## config.mk

```make
export PLATFORM = sky130hd
export DESIGN_NAME = rr_arbiter_8
export DESIGN_NICKNAME = d
export VERILOG_FILES = /design/src/rtl/rr_arbiter_8_pkg.sv /design/src/rtl/rr_arbiter_8_decoder_3x8.sv /design/src/rtl/rr_arbiter_8.sv
export SDC_FILE = /design/constraint.sdc
export NUM_CORES = 1
export LEC_CHECK = 0
export ABC_CLOCK_PERIOD_IN_PS = 4850
export BUFFER_PORTS_ARGS = -buffer_cell sky130_fd_sc_hd__buf_2
export CAP_MARGIN = 5
export CORE_ASPECT_RATIO = 1.1
export CORE_UTILIZATION = 37
export DETAILED_ROUTE_END_ITERATION = 8
export PLACE_DENSITY = 0.61
export SKIP_CTS_REPAIR_TIMING = 1
export SLEW_MARGIN = 10
export SYNTH_ARGS = -nofsm -noshare
export SYNTH_HDL_FRONTEND = slang
export SYNTH_SLANG_ARGS = --single-unit
```

## constraint.sdc

```tcl
create_clock -name clk -period 4.85 [get_ports clk]
set_clock_uncertainty 0.2 [all_clocks]
set_input_delay 0 -clock clk [delete_from_list [all_inputs] [get_ports clk]]
set_output_delay 0 -clock clk [all_outputs]
set_load 0.03 [all_outputs]
```

## src/rtl/rr_arbiter_8_pkg.sv

```systemverilog
// Shared definitions for the 8-way round-robin arbiter: state encoding and widths.
package rr_arbiter_8_pkg;

   typedef enum logic {
      IDLE  = 1'b0,
      GRANT = 1'b1
   } state_t;

   localparam int N_REQ = 8;
   localparam int IDX_W = 3;
   localparam int CNT_W = 8;

endpackage

```

## src/rtl/rr_arbiter_8_decoder_3x8.sv

```systemverilog
// 3-to-8 decoder with enable: A is the MSB of the select, C the LSB.
module decoder_3x8 (
   input  logic a,
   input  logic b,
   input  logic c,
   input  logic en,
   output logic d0,
   output logic d1,
   output logic d2,
   output logic d3,
   output logic d4,
   output logic d5,
   output logic d6,
   output logic d7
);

   logic [2:0] sel;

   assign sel = {a, b, c};

   assign d0 = en && (sel == 3'd0);
   assign d1 = en && (sel == 3'd1);
   assign d2 = en && (sel == 3'd2);
   assign d3 = en && (sel == 3'd3);
   assign d4 = en && (sel == 3'd4);
   assign d5 = en && (sel == 3'd5);
   assign d6 = en && (sel == 3'd6);
   assign d7 = en && (sel == 3'd7);

endmodule

```

## src/rtl/rr_arbiter_8.sv

```systemverilog
// Round-robin arbiter for 8 requesters. The winner is registered as index plus
// enable and decoded to a one-hot grant, with a hold-time watchdog that forces
// release after MAX_HOLD cycles (0 disables it).
module rr_arbiter_8
   import rr_arbiter_8_pkg::*;
#(
   parameter int MAX_HOLD = 16
) (
   input  logic       clk,
   input  logic       reset,
   input  logic [7:0] req,
   input  logic       done,
   output logic [2:0] grant_idx,
   output logic       grant_en,
   output logic [7:0] gnt,
   output logic       busy,
   output logic       timeout
);

   localparam bit WDOG_EN = (MAX_HOLD != 0);
   // Last legal hold count; only meaningful when the watchdog is enabled.
   localparam logic [CNT_W-1:0] HOLD_LAST = (MAX_HOLD == 0) ? '0 : CNT_W'(MAX_HOLD - 1);

   state_t            state, state_n;
   logic [IDX_W-1:0]  ptr, ptr_n;
   logic [IDX_W-1:0]  idx_n;
   logic              en_n;
   logic [CNT_W-1:0]  hold_cnt, hold_n;
   logic              to_n;

   // Scan ptr, ptr+1, ... with 3-bit wrap and return the first requester found.
   function automatic logic [IDX_W-1:0] pick_first(input logic [N_REQ-1:0] r,
                                                   input logic [IDX_W-1:0] p);
      logic [IDX_W-1:0] idx;
      logic [IDX_W-1:0] cand;
      logic             found;
      idx   = p;
      found = 1'b0;
      for (int i = 0; i < N_REQ; i++) begin
         cand = p + IDX_W'(i);
         if (!found && r[cand]) begin
            idx   = cand;
            found = 1'b1;
         end
      end
      return idx;
   endfunction

   // Next-state logic: arbitrate in IDLE, hold and watch for release in GRANT.
   always_comb begin
      state_n = state;
      idx_n   = grant_idx;
      en_n    = grant_en;
      ptr_n   = ptr;
      hold_n  = hold_cnt;
      to_n    = 1'b0;
      case (state)
         IDLE: begin
            if (|req) begin
               idx_n   = pick_first(req, ptr);
               en_n    = 1'b1;
               hold_n  = '0;
               state_n = GRANT;
            end
         end
         GRANT: begin
            // Normal release wins over the watchdog when both fire together.
            if (done || !req[grant_idx]) begin
               en_n    = 1'b0;
               state_n = IDLE;
               ptr_n   = grant_idx + 1'b1;
               hold_n  = '0;
            end else if (WDOG_EN && (hold_cnt == HOLD_LAST)) begin
               en_n    = 1'b0;
               state_n = IDLE;
               ptr_n   = grant_idx + 1'b1;
               hold_n  = '0;
               to_n    = 1'b1;
            end else if (hold_cnt != '1) begin
               hold_n  = hold_cnt + 1'b1;
            end
         end
         default: begin
            state_n = IDLE;
            en_n    = 1'b0;
         end
      endcase
   end

   // State and registered outputs; reset clears everything immediately.
   always_ff @(posedge clk or posedge reset) begin
      if (reset) begin
         state     <= IDLE;
         grant_idx <= '0;
         grant_en  <= 1'b0;
         ptr       <= '0;
         hold_cnt  <= '0;
         timeout   <= 1'b0;
      end else begin
         state     <= state_n;
         grant_idx <= idx_n;
         grant_en  <= en_n;
         ptr       <= ptr_n;
         hold_cnt  <= hold_n;
         timeout   <= to_n;
      end
   end

   assign busy = grant_en;

   decoder_3x8 u_dec (
      .a  (grant_idx[2]),
      .b  (grant_idx[1]),
      .c  (grant_idx[0]),
      .en (grant_en),
      .d0 (gnt[0]),
      .d1 (gnt[1]),
      .d2 (gnt[2]),
      .d3 (gnt[3]),
      .d4 (gnt[4]),
      .d5 (gnt[5]),
      .d6 (gnt[6]),
      .d7 (gnt[7])
   );

endmodule

```

==> summary.md <==
| Metric | Value |
|---|---|
| Status | `completed` |
| GRT Total Usage | `16.6%` |
| Asr flop ratio synth | `100%` |
| I/O Pins | `25` |
| WL/cell | `16.0 um` |
| Reg clk slew, reported paths | `0.06 ns` |
| Hold Fails Final Rpt | `0` |
| CP max FO | `16` |
| R2R Setup Slk | `1.13 ns` |
| Crit end category | `flip-flop` |
| Port bufs | `24` |
| Fraction of layout cells with a size suffix above 1 | `26.3%` |
| DR vias/cell | `5.96` |
| Max Fclk | `269 MHz` |
| Final worst slack | `1.13 ns` |
| Clk pwr share | `6.1%` |
| CTS tree | `done` |
| Max-slew violations | `0` |
| Post-synth net total | `247` |
| Int Power | `839 uW` |
| Main synth FF type | `dfrtp_1` |
| Nets@finish | `249` |
| Origin of the critical flop-to-flop path | `ptr[0]` |
| Worst r2r dst | `grant_idx[2]` |
| Combinational share of power | `78.8%` |
| Post-synth EDFFs | `0` |
| Worst VDD drop | `0.000261 V` |
| Post-Route Setup TNS | `0 ns` |
| Die area | `6290 um^2` |
| Number of global-route vias before repair | `1666` |
| Worst-skew pair later-pin latency | `0.25 ns` |
| First-pass GRT wire length | `8300 um` |
| Clk sinks | `17` |
| Post-placement cell count | `300` |
| Core Box Area | `5770 um^2` |
| Synthesized area | `2210 um^2` |
| Met1 GRT Util | `26.2%` |
| Synth unique cells | `58` |
| Most frequent cells in the layout | `buf_2 (24), o21ai_0 (20), dfrtp_1 (17)` |
| Synth warn | `0` |
| Post-synthesis to final-layout area growth | `4.47%` |
| Leakage power total | `0.000941 uW` |
| Slew margin rel. | `40.1%` |
| Net Sw Frac | `50.9%` |
| Final setup viols | `0` |
| Initial antenna violation count | `0` |
| Hold wc startpoint | `done` |
| Period minus WS final | `3.72 ns` |
| Non-Filler Instances | `305` |
| Drt first pass iters | `4` |
| Floorplan row count | `29` |
| Max clock buf depth | `2` |
| Most common cell after layout, fill and taps aside | `buf_2` |
| Critical Path AT | `3.64 ns` |
| Startpoint types | `flip-flop` |
| PwrDens | `740 nW/um^2` |
| Hold-critical path endpoint | `timeout` |
| Reg2reg path depth | `9` |
| Largest net degree at the start of global routing | `22` |
| DR vias | `1818` |
| Die X | `75.7 um` |
| Post-synthesis sequential area ratio | `19.2%` |
| Final period util | `76.7%` |
| WL final | `4870 um` |
| Post-detail-place hpwl | `3610 um` |
| Cell chosen for the clock root | `clkbuf_8` |
| Critical Path RT | `4.77 ns` |
| Register share of total power | `15.1%` |
| CP Class | `reg2reg` |
| Top Usage Layer GRT | `met1` |
| DRC violations left | `0` |
| FF+latch count, synth | `17` |
| RD Place Congestion | `0.912` |
| Diodes inserted | `0` |
| Sw Pwr | `870 uW` |
| GRT overflow | `0` |
| Worst-Margin Slew | `0.899 ns` |
| Max H-tree Level | `1` |
| Post-Syn Instances | `227` |
| Fillers | `567` |
| HP Class | `in2reg` |
| Met2 Use GR | `23.9%` |
| First DRT Iteration DRCs | `168` |
| Antenna-violating nets left | `0` |
| Syn avg cell area | `9.75 um^2` |
| Hold Path Stages | `3` |
| CTS Buf Count | `3` |
| Starting Density | `38.3%` |
| Die Y | `83.1 um` |
| Post-place setup slack | `1.11 ns` |
| RSZ-0062 raised after global routing | `false` |
| Met3 Usage GRT | `3.16%` |
| Maxcap violations | `0` |
-- flip-flops by register name (all words and copies together) (netlist names) --
| name | count |
|---|---|
| timeout | 1 |
| busy | 1 |
| ptr | 3 |
| grant_idx | 3 |
| state | 1 |
| hold_cnt | 8 |
-- worst max-delay path by stage --
stage / start / slack, ns / to / depth (start not counted)
after floorplan: ptr[1] / 1.40 / grant_idx[2] / 11
after global placement: ptr[0] / 1.19 / grant_idx[2] / 9
after detailed placement: ptr[0] / 1.11 / grant_idx[2] / 9
after CTS: ptr[0] / 1.11 / grant_idx[2] / 9
after global routing: ptr[0] / 0.85 / grant_idx[2] / 9
final: ptr[0] / 1.13 / grant_idx[2] / 9
-- metal layers --
metal,part of all wire (%),routed length [um]
met2,46,2230
met3,5.9,287
met1,48,2320
met5,0,0
met4,0.76,37
-- power groups by stage --
| stage | logic, uW | clock network, uW | registers, uW |
|---|---|---|---|
| global route | 1470 | 114 | 270 |
| floorplan | 1190 | 0 | 233 |
| CTS | 1340 | 109 | 258 |
| detailed placement | 1340 | 0 | 261 |
| global placement | 1340 | 0 | 259 |
| finish | 1350 | 105 | 258 |
-- per-stage QoR --
stage          util, %  power (uW)  instance area [um^2]  hold WS [ns]
6_report          40.1        1710                  2310        0.0589
5_1_grt           40.1        1860                  2310         0.114
4_1_cts           39.9        1710                  2300        -0.331
3_5_place_dp      39.1        1600                  2260       -0.0617
3_3_place_gp      39.1        1590                  2260       -0.0698
2_1_floorplan        -        1420                  2210        -0.274
-- critical path: stages (launching register included) --
cell and delay [ns]:
dfrtp_1 0.32, buf_4 0.24, inv_1 0.18, ha_1 0.70, mux4_2 0.58, mux2_4 0.30
o32ai_4 0.43, o21ai_1 0.12, a2111oi_1 0.39, o31ai_1 0.13
-- cells in the mapped netlist, types with 4 or more instances --
cell	number	area [um^2]
ha_1	9	113
mux4_2	16	360
nand3_1	6	30.0
nand2b_1	8	50.1
o21ai_0	20	100
mux2_2	8	90.1
o31ai_1	4	30.0
clkbuf_1	5	18.8
and2_1	6	37.5
nand2_1	15	56.3
nor2_1	9	33.8
inv_1	9	33.8
nor3_1	6	30.0
dfrtp_1	17	425
buf_4	14	105
and3_1	6	37.5
buf_2	9	45.0
mux2i_1	5	50.1
-- cell families after synthesis --
family                   synth area share, %
AND/OR/NAND/NOR                         17.6
AO/OA/AOI/OAI                           18.1
buffers and inverters                   10.4
multiplexers                            28.4
flip-flops                              19.2
adder cells (fa/ha/maj)                 5.09
XOR/XNOR                                1.19
-- final cells by class --
| cell class | instances | area, um^2 | area share [%] |
|---|---|---|---|
| Sequential cell | 17 | 425 | 18.4 |
| Clock buffer | 4 | 45.0 | 1.95 |
| Multi-Input combinational cell | 170 | 1560 | 67.4 |
| Tap cell | 77 | 96.3 | 4.17 |
| Inverter | 9 | 33.8 | 1.46 |
| Timing Repair Buffer | 28 | 153 | 6.61 |
No activity file was read; power rests on OpenSTA's default activity.
